$ cat src/rtl/ctrl_pkg.sv
// rtl/ctrl_pkg.sv - opcode/func constants, PC source and cause codes, FSM states, per-slot control bundle
package ctrl_pkg;

  localparam logic [4:0] OP_ALU    = 5'b01000;
  localparam logic [4:0] OP_IMM    = 5'b00101;
  localparam logic [4:0] OP_LOAD   = 5'b01010;
  localparam logic [4:0] OP_STORE  = 5'b01011;
  localparam logic [4:0] OP_JUMP   = 5'b11110;
  localparam logic [4:0] OP_BRANCH = 5'b11011;

  localparam logic [4:0] FN_ADD = 5'b00100;
  localparam logic [4:0] FN_SUB = 5'b01011;
  localparam logic [4:0] FN_AND = 5'b01100;

  localparam logic [1:0] ALU_ADD = 2'b00;
  localparam logic [1:0] ALU_IMM = 2'b01;
  localparam logic [1:0] ALU_AND = 2'b10;
  localparam logic [1:0] ALU_SUB = 2'b11;

  localparam logic [1:0] PC_SRC_SEQ    = 2'b00;
  localparam logic [1:0] PC_SRC_BRANCH = 2'b01;
  localparam logic [1:0] PC_SRC_JUMP   = 2'b10;
  localparam logic [1:0] PC_SRC_EXC    = 2'b11;

  localparam logic [1:0] CAUSE_ILLEGAL = 2'b01;
  localparam logic [1:0] CAUSE_OVF     = 2'b10;

  localparam logic [1:0] ST_RUN   = 2'b00;
  localparam logic [1:0] ST_EXC   = 2'b01;
  localparam logic [1:0] ST_DRAIN = 2'b10;

  // flag_we bit order is {v, c, n, z}
  typedef struct packed {
    logic       reg_write;
    logic [3:0] flag_we;
    logic [1:0] alu_op;
    logic       alu_src_a;
    logic       alu_src_b;
    logic       mem_read;
    logic       mem_write;
    logic       branch;
    logic       jump;
    logic       illegal;
  } slot_ctrl_t;

endpackage

$ cat src/rtl/slot_decoder.sv
// rtl/slot_decoder.sv - combinational decode of one 16-bit slot; even slots ALU, odd slots memory/flow
import ctrl_pkg::*;

module slot_decoder #(
  parameter bit IS_MEM_SLOT = 1'b0
) (
  input  logic [15:0] slot,
  output slot_ctrl_t  ctrl
);

  logic [4:0] opcode;
  logic [4:0] func;

  assign opcode = slot[4:0];
  assign func   = slot[9:5];

  // Anything that is not the all-zero NOP and not a listed encoding is illegal
  always_comb begin
    ctrl = '0;
    if (slot != 16'h0000) begin
      ctrl.illegal = 1'b1;
      if (!IS_MEM_SLOT) begin
        if (opcode == OP_ALU && func == FN_ADD) begin
          ctrl = '0;
          ctrl.reg_write = 1'b1;
          ctrl.flag_we   = 4'b1111;
          ctrl.alu_op    = ALU_ADD;
          ctrl.alu_src_a = 1'b1;
        end else if (opcode == OP_ALU && func == FN_SUB) begin
          ctrl = '0;
          ctrl.reg_write = 1'b1;
          ctrl.flag_we   = 4'b0111;
          ctrl.alu_op    = ALU_SUB;
          ctrl.alu_src_a = 1'b1;
        end else if (opcode == OP_ALU && func == FN_AND) begin
          ctrl = '0;
          ctrl.reg_write = 1'b1;
          ctrl.flag_we   = 4'b0011;
          ctrl.alu_op    = ALU_AND;
          ctrl.alu_src_a = 1'b1;
        end else if (opcode == OP_IMM) begin
          ctrl = '0;
          ctrl.reg_write = 1'b1;
          ctrl.flag_we   = 4'b1111;
          ctrl.alu_op    = ALU_IMM;
          ctrl.alu_src_b = 1'b1;
        end
      end else begin
        if (opcode == OP_LOAD) begin
          ctrl = '0;
          ctrl.reg_write = 1'b1;
          ctrl.flag_we   = 4'b0011;
          ctrl.mem_read  = 1'b1;
        end else if (opcode == OP_STORE) begin
          ctrl = '0;
          ctrl.mem_write = 1'b1;
        end else if (opcode == OP_JUMP) begin
          ctrl = '0;
          ctrl.jump = 1'b1;
        end else if (opcode == OP_BRANCH) begin
          ctrl = '0;
          ctrl.branch = 1'b1;
        end
      end
    end
  end

endmodule

$ cat src/rtl/bundle_ctrl_unit.sv
// rtl/bundle_ctrl_unit.sv - registered bundle decode, PC source resolution and exception/flush sequencing
import ctrl_pkg::*;

module bundle_ctrl_unit #(
  parameter int NUM_SLOTS    = 2,
  parameter int FLUSH_CYCLES = 2,
  parameter int CAUSE_W      = 8
) (
  input  logic                    clk,
  input  logic                    reset,
  input  logic [16*NUM_SLOTS-1:0] ir,
  input  logic                    ir_valid,
  input  logic                    stall,
  input  logic                    n_flag,
  input  logic                    o_flag,
  output logic                    ctrl_valid,
  output logic [NUM_SLOTS-1:0]    reg_write,
  output logic [4*NUM_SLOTS-1:0]  flag_we,
  output logic [2*NUM_SLOTS-1:0]  alu_op,
  output logic [NUM_SLOTS-1:0]    alu_src_a,
  output logic [NUM_SLOTS-1:0]    alu_src_b,
  output logic [NUM_SLOTS-1:0]    mem_read,
  output logic [NUM_SLOTS-1:0]    mem_write,
  output logic [NUM_SLOTS-1:0]    branch,
  output logic [1:0]              pc_src,
  output logic                    if_flush,
  output logic                    id_flush,
  output logic                    ex_flush,
  output logic                    epc_write,
  output logic                    cause_write,
  output logic [CAUSE_W-1:0]      cause
);

  localparam int SLOT_W = (NUM_SLOTS > 1) ? $clog2(NUM_SLOTS) : 1;
  localparam int CNT_W  = (FLUSH_CYCLES > 1) ? $clog2(FLUSH_CYCLES) : 1;

  slot_ctrl_t sc [NUM_SLOTS];

  for (genvar g = 0; g < NUM_SLOTS; g++) begin : g_slot
    slot_decoder #(.IS_MEM_SLOT(g % 2 == 1)) u_dec (
      .slot (ir[16*g +: 16]),
      .ctrl (sc[g])
    );
  end

  logic [NUM_SLOTS-1:0]   d_rw, d_sa, d_sb, d_mr, d_mw, d_br;
  logic [4*NUM_SLOTS-1:0] d_fw;
  logic [2*NUM_SLOTS-1:0] d_op;
  logic [1:0]             d_pc;
  logic                   any_illegal;
  logic [SLOT_W-1:0]      ill_idx;

  // Descending scans so the lowest-index slot is the last (winning) assignment
  always_comb begin
    d_rw = '0; d_sa = '0; d_sb = '0; d_mr = '0; d_mw = '0; d_br = '0;
    d_fw = '0; d_op = '0; d_pc = PC_SRC_SEQ;
    any_illegal = 1'b0;
    ill_idx = '0;
    if (ir_valid) begin
      for (int k = NUM_SLOTS - 1; k >= 0; k--) begin
        d_rw[k]       = sc[k].reg_write;
        d_fw[4*k +: 4] = sc[k].flag_we;
        d_op[2*k +: 2] = sc[k].alu_op;
        d_sa[k]       = sc[k].alu_src_a;
        d_sb[k]       = sc[k].alu_src_b;
        d_mr[k]       = sc[k].mem_read;
        d_mw[k]       = sc[k].mem_write;
        d_br[k]       = sc[k].branch;
        if (sc[k].branch && n_flag) d_pc = PC_SRC_BRANCH;
        else if (sc[k].jump) d_pc = PC_SRC_JUMP;
        if (sc[k].illegal) begin
          any_illegal = 1'b1;
          ill_idx = SLOT_W'(k);
        end
      end
    end
  end

  logic [1:0]       state;
  logic [CNT_W-1:0] cnt;
  logic             run_edge, ovf, stall_eff;

  // The edge that ends the last drain cycle decodes like RUN, but with o_flag and stall masked
  assign run_edge  = (state == ST_RUN) || (state == ST_DRAIN && cnt == '0);
  assign ovf       = o_flag && (state == ST_RUN);
  assign stall_eff = stall && (state == ST_RUN);

  always_ff @(posedge clk) begin
    if (reset) begin
      state <= ST_RUN;
      cnt <= '0;
      ctrl_valid <= 1'b0;
      reg_write <= '0; flag_we <= '0; alu_op <= '0; alu_src_a <= '0; alu_src_b <= '0;
      mem_read <= '0; mem_write <= '0; branch <= '0;
      pc_src <= PC_SRC_SEQ;
      if_flush <= 1'b0; id_flush <= 1'b0; ex_flush <= 1'b0;
      epc_write <= 1'b0; cause_write <= 1'b0;
      cause <= '0;
    end else if (state == ST_EXC) begin
      state <= ST_DRAIN;
      cnt <= CNT_W'(FLUSH_CYCLES - 1);
      pc_src <= PC_SRC_SEQ;
      if_flush <= 1'b1; id_flush <= 1'b0; ex_flush <= 1'b0;
      epc_write <= 1'b0; cause_write <= 1'b0;
    end else if (!run_edge) begin
      cnt <= cnt - 1'b1;
    end else if (ovf || any_illegal) begin
      state <= ST_EXC;
      ctrl_valid <= 1'b0;
      reg_write <= '0; flag_we <= '0; alu_op <= '0; alu_src_a <= '0; alu_src_b <= '0;
      mem_read <= '0; mem_write <= '0; branch <= '0;
      pc_src <= PC_SRC_EXC;
      if_flush <= 1'b1; id_flush <= 1'b1; ex_flush <= ovf;
      epc_write <= 1'b1; cause_write <= 1'b1;
      cause <= ovf ? {CAUSE_OVF, {(CAUSE_W-2){1'b0}}}
                   : {CAUSE_ILLEGAL, (CAUSE_W-2)'(ill_idx)};
    end else if (!stall_eff) begin
      state <= ST_RUN;
      ctrl_valid <= ir_valid;
      reg_write <= d_rw; flag_we <= d_fw; alu_op <= d_op; alu_src_a <= d_sa; alu_src_b <= d_sb;
      mem_read <= d_mr; mem_write <= d_mw; branch <= d_br;
      pc_src <= d_pc;
      if_flush <= 1'b0; id_flush <= 1'b0; ex_flush <= 1'b0;
      epc_write <= 1'b0; cause_write <= 1'b0;
    end
  end

endmodule

$ cat config.mk
export PLATFORM = sky130hd
export DESIGN_NAME = bundle_ctrl_unit
export DESIGN_NICKNAME = d
export VERILOG_FILES = /design/src/rtl/ctrl_pkg.sv /design/src/rtl/slot_decoder.sv /design/src/rtl/bundle_ctrl_unit.sv
export SDC_FILE = /design/constraint.sdc
export NUM_CORES = 1
export LEC_CHECK = 0
export ABC_CLOCK_PERIOD_IN_PS = 1860
export BUFFER_PORTS_ARGS = -buffer_cell sky130_fd_sc_hd__buf_2
export CORE_MARGIN = 2
export CORE_UTILIZATION = 42
export CTS_CLUSTER_DIAMETER = 40
export DETAILED_ROUTE_END_ITERATION = 12
export PLACE_DENSITY = 0.85
export SLEW_MARGIN = 20
export SYNTH_ARGS = -nofsm -noshare
export SYNTH_HDL_FRONTEND = slang
export SYNTH_SLANG_ARGS = --single-unit
$ cat constraint.sdc
create_clock -name clk -period 1.86 [get_ports clk]
set_input_delay 0.186 -clock clk [delete_from_list [all_inputs] [get_ports clk]]
set_output_delay 0.186 -clock clk [all_outputs]
set_load 0.03 [all_outputs]
==> results of run 1 <==
-- power breakdown --
part / switching, mW / internal [mW] / total [mW]
Clock: 0.135 / 0.0838 / 0.219
Sequential: 0.0206 / 0.473 / 0.494
Combinational: 0.212 / 0.112 / 0.323
Total: 0.368 / 0.669 / 1.04
-- metrics by stage --
stage / hold slack [ps] / area, um2 / util [%] / std cells
6_report: 184.4 / 1560 / 55.62 / 235
5_1_grt: 188.3 / 1560 / 55.62 / 235
4_1_cts: 166.7 / 1556 / 55.49 / 235
3_5_place_dp: 439.5 / 1530 / 54.55 / 231
3_3_place_gp: 438.9 / 1530 / 54.55 / 231
2_1_floorplan: 311.7 / 1314 / - / 156
-- worst reg2reg max path, delay by kind of cell (launching register included) --
kind	cells	cell delay, ps
AOI/OAI and AO/OA	2	360
DFF	1	450
and+or+nand+nor	4	850
-- registers in the layout (all words and copies together) (netlist names), 2 cells and up --
name / count
flag_we: 2
cause: 3
alu_op: 2
pc_src: 2
-- cell type report --
cell class,instances,area [um2],share of cell area [%]
clock buffer,4,26.28,1.684
inverter,2,7.507,0.4812
multi-input combinational,110,721.9,46.27
sequential,21,420.4,26.94
tap,31,38.79,2.486
timing repair buffer,67,345.3,22.13
-- cell families after synthesis --
group | after synthesis | share of synthesized area [%]
xor+xnor | 1 | 0.6925
flops | 21 | 33.23
other cells | 1 | 0.2965
simple gates | 50 | 23.44
buf+inv | 25 | 13.85
compound gates | 44 | 27.70
mux | 1 | 0.7913
-- Yosys cell counts, types with 3 or more instances --
| cell | count |
|---|---|
| o21ai_0 | 5 |
| a21o_1 | 7 |
| a21oi_1 | 12 |
| a211oi_1 | 3 |
| nand3_1 | 7 |
| nor4_1 | 8 |
| nor3_1 | 3 |
| nand2_1 | 6 |
| nor2_1 | 10 |
| nand4_1 | 3 |
| buf_4 | 21 |
| dfxtp_1 | 21 |
-- how the worst max path moves through the flow --
stage	startpoint	to	slack [ps]
final	cause_write	alu_op[1]	140
after global routing	cause_write	branch[1]	30
after CTS	cause_write	branch[1]	110
after detailed placement	ir[0]	alu_op[1]	70
after global placement	ir[0]	alu_op[1]	120
after floorplan	cause_write	alu_op[1]	160
-- layer usage --
layer / routed length (um) / track usage [%] / vias up / share of wire, %
met2: 1551 / 33.17 / 56 / 51
met4: 46 / 8.766 / 0 / 1.5
met3: 239 / 4.615 / 4 / 7.8
li1: - / - / 624 / -
met5: 0 / 0 / - / 0
met1: 1220 / 20.46 / 567 / 40
==> impl_summary.log, run 1 <==
INFO  metric grt_first_pass_wirelength = around 5 mm
INFO  metric drt-wirelength-per-cell = 13.01 um
INFO  metric distinct_cells_synth = 42
INFO  metric status = finished with violations
INFO  metric core_area = 2805 um2
INFO  metric yosys_warnings = 0
INFO  metric rr_startpoint = cause_write
INFO  metric worst-path-stages = 6
INFO  metric num-fill-cells = about 260
INFO  metric min_to = ctrl_valid
INFO  metric drt_first_pass_iters = 8
INFO  metric worstPathCellList = nor2_1 > a21oi_1 > and3_1 > nand3_1 > nor3_1 > a21o_1
INFO  metric postRouteAntennaNets = 0
INFO  metric synth_top_cell_by_area = dfxtp_1
INFO  metric final_max_slew_viols = 0
INFO  metric post-route-period-util = 92.49%
INFO  metric ys_seq_area_share = between 30 and 40%
INFO  metric ys_seq_elements = 21
INFO  metric hold_viol_final = 0
INFO  metric max_clock_freq = 581.3 MHz
INFO  metric cpLargestDelayFamily = simple AND/OR/NAND/NOR gates
INFO  metric detail_route.iter0.violations = 67
INFO  metric cts_repair_resize_count = 0
INFO  metric synth_edf_count = 0
INFO  metric ctsRootBufferMaster = clkbuf_4
INFO  metric worst-path-buf-inv = 0
INFO  metric asyncSetResetFlopFracSynth = 0%
INFO  metric pin_count_of_the_biggest_net_entering_global_routing = 12
INFO  metric synth_area = 1265 um2
INFO  metric finalSetupViolCount = 0
INFO  metric power_density = 664.2 nW/um2
INFO  metric grt_overflow = 0
INFO  metric post-cts-setup-buffers = 0
INFO  metric placement.io_buffers = 63
INFO  metric mostFrequentLayoutCell = buf_2
INFO  metric ir_drop = 0.3292 mV
INFO  metric crit_required = approximately 2100 ps
INFO  metric area_delta_synth_final = 23.34%
INFO  metric timing.reg2reg.setup_slack = 140 ps
INFO  metric first_global_vias = approximately 1,200
INFO  metric setup.worst_path.start_class = register
INFO  metric synth-main-ff-cell = dfxtp_1
INFO  metric failed_checks = DRC
INFO  metric groute.usage.overall = 18.59%
INFO  metric chipWidth = about 59 um
INFO  metric cts.sinks = 21
INFO  metric worstPathMaxFanout = 7
INFO  metric drv_cap = 0
INFO  metric clk_transition_reported_paths = 110 ps
INFO  metric hold_path_depth = 2
INFO  metric r2r_end = alu_op[1]
INFO  metric drive_gt1_share = roughly 39%
INFO  metric antenna_violations_before_repair = 0
INFO  metric worst_ep_arrival_time = 1980 ps
INFO  metric clock_period_minus_final_worst_setup_slack = 1720 ps
INFO  metric hold_class = in -> reg
INFO  metric detail_route.wirelength = 3.058 mm
INFO  metric rr_worst_depth = 6
INFO  metric hold_buffers = 0
INFO  metric clk_path_buf_depth = 2
INFO  metric via_total_after_detailed_routing = 1,251
INFO  metric layout_setup_ws = approximately 140 ps
INFO  metric postSynthAreaPerCell = 8.846 um2
INFO  metric layout_common_cells = buf_2 (63), dfxtp_1 (21), conb_1 (14)
INFO  metric io_pins = just under 80
INFO  metric cell_with_the_largest_stage_delay_on_the_worst_path = dfxtp_1
INFO  metric cts_tree = done
INFO  metric post-route-drc-count = 4
INFO  metric hpwl = 2.520 mm
INFO  metric post-synth-top-area-fraction = 33.23%
INFO  metric worstSetupEndpointType = register
INFO  metric critPathKind = reg -> reg
INFO  metric die-area = around 3500 um2
INFO  metric post_drt_via_cell_ratio = 5.323
INFO  metric cts_buffers = 3
INFO  metric netlist_instances = 143
INFO  metric routabilityCongestion = 0.8467
INFO  metric worst_hold_startpoint = reset
INFO  metric p_total = 1.036 mW
INFO  metric total_leakage_power = 0.7663 nW
INFO  metric htree_levels = 1
INFO  metric num-nets-final = ~240
INFO  metric clock_latency = 310 ps
INFO  metric yosys-top-cells-area = dfxtp_1 (33%), buf_4 (12%), a21oi_1 (4.7%), a21o_1 (4.2%), nor4_1 (4.0%)
INFO  metric starting_utilization_of_the_core_area = 45.09%
INFO  metric dp_slack = 71.97 ps
INFO  metric rsz0062_at_grt = false
INFO  metric worst_clock_skew = approximately 3.6 ps
INFO  metric floorplan.rows = 19
INFO  metric antennaDiodeCount = 0
INFO  metric setup_total_negative_slack = 0 ps
INFO  metric die-height = just under 60 um
INFO  metric worst_path_largest_cell_delay = 450 ps
(Power assumes the default switching activity.)
==> run 2: changes to the inputs <==
--- a/config.mk
+++ b/config.mk
@@ -12,6 +12,7 @@
 export CTS_CLUSTER_DIAMETER = 40
 export DETAILED_ROUTE_END_ITERATION = 12
 export PLACE_DENSITY = 0.85
+export REMOVE_ABC_BUFFERS = 1
 export SLEW_MARGIN = 20
 export SYNTH_ARGS = -nofsm -noshare
 export SYNTH_HDL_FRONTEND = slang
==> run 2 against run 1 <==
  * The run still ends with DRC left
  * Non-clock buffer count unchanged
  * Sequential power about the same
  * Critical path type unchanged
  * Worst setup slack better by 110 ps
  * Register-to-register slack better by 110 ps
  * Sequential share of layout area up 0.059 points
==> impl_summary.log, run 2 (synthesized netlist as in run 1, its figures left out) <==
INFO  metric starting_utilization_of_the_core_area = 45.09%
INFO  metric setup.worst_path.start_class = register
INFO  metric htree_levels = 1
INFO  metric antennaDiodeCount = 0
INFO  metric drv_cap = 0
INFO  metric timing.reg2reg.setup_slack = 250 ps
INFO  metric post-route-period-util = 86.48%
INFO  metric post-route-drc-count = 4
INFO  metric clk_path_buf_depth = 2
INFO  metric clk_transition_reported_paths = around 120 ps
INFO  metric detail_route.iter0.violations = 53
INFO  metric worstPathMaxFanout = 10
INFO  metric clkPwrFrac = 21.4%
INFO  metric core_area = 2805 um2
INFO  metric rr_worst_depth = 6
INFO  metric max_clock_freq = 621.7 MHz
INFO  metric total_leakage_power = 0.7700 nW
INFO  metric final_design_area_no_fill = between 1500 and 2000 um2
INFO  metric failed_checks = DRC
INFO  metric finalSetupViolCount = 0
INFO  metric final_max_slew_viols = 0
INFO  metric via_total_after_detailed_routing = 1,236
INFO  metric finish.utilization = between 50% and 60%
INFO  metric rr_startpoint = cause_write
INFO  metric drt-wirelength-per-cell = between 10 and 15 um
INFO  metric hold_class = in -> reg
INFO  metric worst_hold_startpoint = reset
INFO  metric timing.max_slew.rel_slack = between 60% and 70%
INFO  metric cts_buffers = 3
INFO  metric pin_count_of_the_biggest_net_entering_global_routing = 13
INFO  metric cts_repair_resize_count = 0
INFO  metric cts.sinks = 21
INFO  metric power_frac_seq = 48.1%
INFO  metric critPathKind = reg -> reg
INFO  metric antenna_violations_before_repair = 0
INFO  metric rsz0062_at_grt = false
INFO  metric power.switching_fraction = roughly 36%
INFO  metric status = finished with violations
INFO  metric setup_total_negative_slack = 0 ps
INFO  metric routabilityCongestion = 0.8173
INFO  metric floorplan.rows = 19
INFO  metric ir_drop = 0.2782 mV
INFO  metric hold_ws = 177.2 ps
INFO  metric hold_viol_final = 0
INFO  metric postPlaceCellArea = around 1500 um2
INFO  metric area_delta_synth_final = 23.44%
INFO  metric grt_first_pass_wirelength = 4.657 mm
INFO  metric placement.io_buffers = 63
INFO  metric postRouteAntennaNets = 0
INFO  metric largest-register = cause
INFO  metric first_global_vias = 1,104
INFO  metric min_to = cause[7]
INFO  metric die-area = 3467 um2
INFO  metric worst_clock_skew = 6.013 ps
INFO  metric post-cts-setup-buffers = 0
INFO  metric hpwl = 2.444 mm
INFO  metric hold_path_depth = 2
INFO  metric detail_route.wirelength = 2.956 mm
INFO  metric number_of_flip_flops_in_the_largest_register = 3
INFO  metric groute.usage.overall = 17.11%
INFO  metric internal_power_consumption = 664.0 uW
INFO  metric combinationalPowerShare = 30.6%
INFO  metric chipWidth = just under 60 um
INFO  metric r2r_end = mem_write[1]
INFO  metric post_drt_via_cell_ratio = 5.260
INFO  metric tightestPinTransition = between 500 and 600 ps
INFO  metric ctsRootBufferMaster = clkbuf_4
INFO  metric power.switching = 369.4 uW
INFO  metric drt_first_pass_iters = 8
INFO  metric io_pins = about 80
INFO  metric cts_tree = done
INFO  metric die-height = roughly 59 um
INFO  metric crit_required = 2130 ps
INFO  metric grt_overflow = 0
INFO  metric worstSetupStartpoint = cause_write
INFO  metric mostFrequentLayoutCell = buf_2
INFO  metric clock_period_minus_final_worst_setup_slack = 1609 ps
INFO  metric dp_slack = 98.48 ps
INFO  metric clock_latency = ~310 ps
INFO  metric worstSetupEndpointType = register
INFO  metric hold_buffers = 0
INFO  metric power_density = 661.8 nW/um2
INFO  metric drive_gt1_share = 40.20%
INFO  metric layout_setup_ws = 251.4 ps
INFO  metric layout_common_cells = buf_2 (63), dfxtp_1 (20), conb_1 (14)
INFO  metric num-nets-final = approximately 240
INFO  metric worst_ep_arrival_time = 1880 ps
[run 2: how the worst max path moves through the flow]
stage,end,slack (ps),cells after the start
2_1_floorplan,alu_op[1],-260,6
3_3_place_gp,branch[1],170,7
3_5_place_dp,branch[1],100,7
4_1_cts,mem_write[1],100,6
5_1_grt,branch[1],80,6
6_report,mem_write[1],250,6
[run 2: power groups by stage]
stage          combinational [mW]  sequential [mW]  clock, mW
3_5_place_dp                0.314            0.505          0
2_1_floorplan               0.152            0.552          0
5_1_grt                     0.347            0.501      0.242
6_report                    0.316            0.497      0.221
4_1_cts                     0.314            0.495      0.229
3_3_place_gp                0.311            0.504          0
[run 2: final cells by class]
| type | count | area (um2) |
|---|---|---|
| Inverter | 2 | 7.507 |
| Tap cell | 31 | 38.79 |
| Timing Repair Buffer | 67 | 345.3 |
| Sequential cell | 21 | 421.7 |
| Clock buffer | 3 | 22.52 |
| Clock inverter | 1 | 5.005 |
| Multi-Input combinational cell | 110 | 720.7 |
| Fill cell | 274 | 1244 |
[run 2: critical path, cell delays in order (launching register included)]
cell,delay [ps]
dfxtp_2,440
nor2_2,80
a21oi_1,250
and3_1,220
nand3_1,220
nor3_1,260
a21o_1,100
[run 2: stage by stage]
stage                     instances  power [mW]
after floorplan                 133      0.7032
after global placement          231      0.8149
after detailed placement        231      0.8195
after CTS                       235       1.038
after global routing            235       1.089
final                           235       1.033
[run 2: layer usage]
metal  wire, um  global-route usage, %
met5          0                      0
met1       1209                  21.20
met2       1502                  29.37
met3        216                  3.516
met4         27                  5.844
==> run 3: changes to the inputs <==
--- a/config.mk
+++ b/config.mk
@@ -5,10 +5,10 @@
 export SDC_FILE = /design/constraint.sdc
 export NUM_CORES = 1
 export LEC_CHECK = 0
-export ABC_CLOCK_PERIOD_IN_PS = 1860
+export ABC_AREA = 1
 export BUFFER_PORTS_ARGS = -buffer_cell sky130_fd_sc_hd__buf_2
 export CORE_MARGIN = 2
-export CORE_UTILIZATION = 42
+export CORE_UTILIZATION = 45
 export CTS_CLUSTER_DIAMETER = 40
 export DETAILED_ROUTE_END_ITERATION = 12
 export PLACE_DENSITY = 0.85
==> run 3 against run 2 <==
  * The run now ends clean
  * Global-route usage fell by 0.15 points
  * Core utilization is 1.9 points lower
  * Via count is 24% higher
  * Cell count up 43%
  * Power increased by 12%
  * Area after synthesis up 21%
  * Worst setup slack improved by 4.8 ps
  * Design area is 14% higher
  * Critical path depth grew 2
  * First-iteration DRC count down 23%
  * Critical path type unchanged
  * Largest cell class unchanged
==> impl_summary.log, run 3 <==
INFO  metric final_max_slew_viols = 0
INFO  metric pin_count_of_the_biggest_net_entering_global_routing = 18
INFO  metric ctsRootBufferMaster = clkbuf_4
INFO  metric ys_seq_elements = 21
INFO  metric num-nets-final = 328
INFO  metric ys_seq_area_share = around 27%
INFO  metric distinct_cells_synth = 26
INFO  metric combinational_family_with_the_most_area_after_synthesis = simple AND/OR/NAND/NOR gates
INFO  metric antenna_violations_before_repair = 0
INFO  metric drt_first_pass_iters = 4
INFO  metric power.switching = 466.8 uW
INFO  metric postRouteAntennaNets = 0
INFO  metric finalSetupViolCount = 0
INFO  metric core_area = 3311 um2
INFO  metric total_leakage_power = 0.9036 nW
INFO  metric drive_gt1_share = 34.26%
INFO  metric drv_cap = 0
INFO  metric number_of_flip_flops_in_the_largest_register = 3
INFO  metric rsz0062_at_grt = false
INFO  metric setup.worst_path.start_class = register
INFO  metric hold_ws = 243.1 ps
INFO  metric post_drt_via_cell_ratio = 4.579
INFO  metric postSynthAreaPerCell = between 6 and 7 um2
INFO  metric hpwl = around 2.5 mm
INFO  metric routabilityCongestion = 0.8147
INFO  metric netlist_instances = between 200 and 250
INFO  metric yosys.area_share.adder = 0%
INFO  metric multi_input_comb_area = 865.8 um2
INFO  metric synth_area = 1529 um2
INFO  metric synth_edf_count = 0
INFO  metric synth_compound_gate_area_share = 9.411%
INFO  metric mux_share_of_post_synthesis_cell_area = 0%
INFO  metric worstPathCellList = nor2_1 > nand2_1 > nand2_1 > inv_2 > nand3_4 > nand2_4 > nand2_1 > a21oi_1
INFO  metric worst_path_largest_cell_delay = 480 ps
INFO  metric detail_route.iter0.violations = just over 40
INFO  metric worstSetupEndpointType = register
INFO  metric final_design_area_no_fill = roughly 1800 um2
INFO  metric drt-wirelength-per-cell = 9.561 um
INFO  metric via_total_after_detailed_routing = 1,534
INFO  metric floorplan.rows = 21
INFO  metric cell_with_the_largest_stage_delay_on_the_worst_path = dfxtp_1
INFO  metric yosys_warnings = 0
INFO  metric hold_class = in -> reg
INFO  metric worst_clock_skew = 1.237 ps
INFO  metric final-seq-area = 420.4 um2
INFO  metric groute.usage.overall = 16.95%
INFO  metric synth-main-ff-cell = dfxtp_1
INFO  metric critical_path.most_common_cell = nand2_1
INFO  metric synth_commonest_cells = nand2_1 (45), nor2_1 (45), nand3_1 (25), buf_4 (22), dfxtp_1 (21)
INFO  metric combinationalPowerShare = 36.7%
INFO  metric cts_tree = done
INFO  metric yosys.area_share.simple = a little over two fifths
INFO  metric starting_utilization_of_the_core_area = 46.18%
INFO  metric ir_drop = 0.6088 mV
INFO  metric p_total = about 1.2 mW
INFO  metric cts_buffers = 3
INFO  metric worst_ep_arrival_time = about 1900 ps
INFO  metric post_synth_xor_area_fraction = 0%
INFO  metric asyncSetResetFlopFracSynth = 0%
INFO  metric clk_transition_reported_paths = 110 ps
INFO  metric synth_top_cell_by_area = dfxtp_1
INFO  metric hold_viol_final = 0
INFO  metric post-synth-top-area-fraction = 27.50%
INFO  metric post-cts-setup-buffers = 0
INFO  metric timing.reg2reg.setup_slack = between 200 and 300 ps
INFO  metric mostFrequentLayoutCell = buf_2
INFO  metric status = complete, no violations
INFO  metric io_pins = 78
INFO  metric clk_path_buf_depth = 2
INFO  metric die-height = between 60 and 70 um
INFO  metric clkPwrFrac = 18.8%
INFO  metric htree_levels = 1
INFO  metric yosys-top-cells-area = dfxtp_1 (27%), nand2_1 (11%), nor2_1 (11%), buf_4 (11%), nand3_1 (8.2%)
INFO  metric cts_repair_resize_count = 0
INFO  metric grt_first_pass_wirelength = between 5 and 6 mm
INFO  metric num-fill-cells = 349
INFO  metric chipWidth = 62.29 um
INFO  metric antennaDiodeCount = 0
INFO  metric postPlaceCellArea = about 1800 um2
INFO  metric critPathKind = reg -> reg
INFO  metric power_frac_seq = 44.5%
INFO  metric crit_required = 2100 ps
INFO  metric post-route-drc-count = 0
INFO  metric internal_power_consumption = between 600 and 700 uW
INFO  metric clock_period_minus_final_worst_setup_slack = 1604 ps
INFO  metric cts.sinks = 21
INFO  metric power.switching_fraction = between 40% and 50%
INFO  metric max_clock_freq = approximately 620 MHz
INFO  metric grt_overflow = 0
INFO  metric post-route-period-util = a little under nine tenths
INFO  metric die-area = ~3900 um2
INFO  metric area_delta_synth_final = 16.37%
INFO  metric clock_latency = roughly 300 ps
INFO  metric first_global_vias = 1,383
INFO  metric power_density = 649.1 nW/um2
INFO  metric layout_common_cells = buf_2 (63), nand2_1 (45), nor2_1 (45)
INFO  metric hold_buffers = 0
INFO  metric largest-register = cause
INFO  metric placement.io_buffers = 63
INFO  metric detail_route.wirelength = 3.203 mm
INFO  metric worstPathMaxFanout = 15
-- run 3: cell families (layout without fill, tap and decap cells) --
group                  Yosys count  after routing
AND/OR/NAND/NOR                141            141
buffers and inverters           49             90
AO/OA/AOI/OAI                   23             23
flip-flops                      21             21
other                            1             14
-- run 3: power groups by stage --
stage                     sequential, mW  combinational (mW)  clock, mW
final                              0.514               0.423      0.218
after global routing               0.519               0.463      0.241
after CTS                          0.514               0.426      0.223
after detailed placement           0.524               0.424          0
after global placement             0.523               0.415          0
after floorplan                    0.593               0.214          0
-- run 3: area by class of cell --
class                           count  area share, %
Multi-Input combinational cell    178          48.66
Sequential cell                    21          23.63
Timing Repair Buffer               65          18.57
Inverter                           21          4.430
Tap cell                           46          3.235
Clock buffer                        4          1.477
-- run 3: layer usage --
metal / track usage (%) / wire length [um] / share of wire, % / vias to the layer above
met5: 0 / 0 / 0 / -
met4: 3.333 / 20 / 0.62 / 0
met3: 4.891 / 240 / 7.5 / 5
met2: 29.89 / 1544 / 48 / 54
met1: 20.63 / 1398 / 44 / 662
li1: - / - / - / 813
-- run 3: metrics by stage --
| step | std cells | setup slack, ps | utilization, % | TNS [ps] |
|---|---|---|---|---|
| 2_1_floorplan | 220 | -115.7 | - | -1510 |
| 3_3_place_gp | 331 | 249.7 | 52.95 | 0 |
| 3_5_place_dp | 331 | 180.5 | 52.95 | 0 |
| 4_1_cts | 335 | 239.8 | 53.74 | 0 |
| 5_1_grt | 335 | 71.74 | 53.74 | 0 |
| 6_report | 335 | 256.2 | 53.74 | 0 |
-- run 3: path summary, 6_finish.rpt --
kind	depth (start not counted)	startpoint	endpoint
worst max-delay path	8	cause_write	flag_we[2]
worst min-delay path	3	o_flag	ex_flush
worst max register to register	8	cause_write	flag_we[2]
worst min register to register	2	cause[7]	cause[7]
-- run 3: worst max-delay path, delay by kind of cell (launching register included) --
kind,cells,cell delay (ps)
buf+inv,1,110
flops,1,480
compound gates,1,140
simple gates,6,830
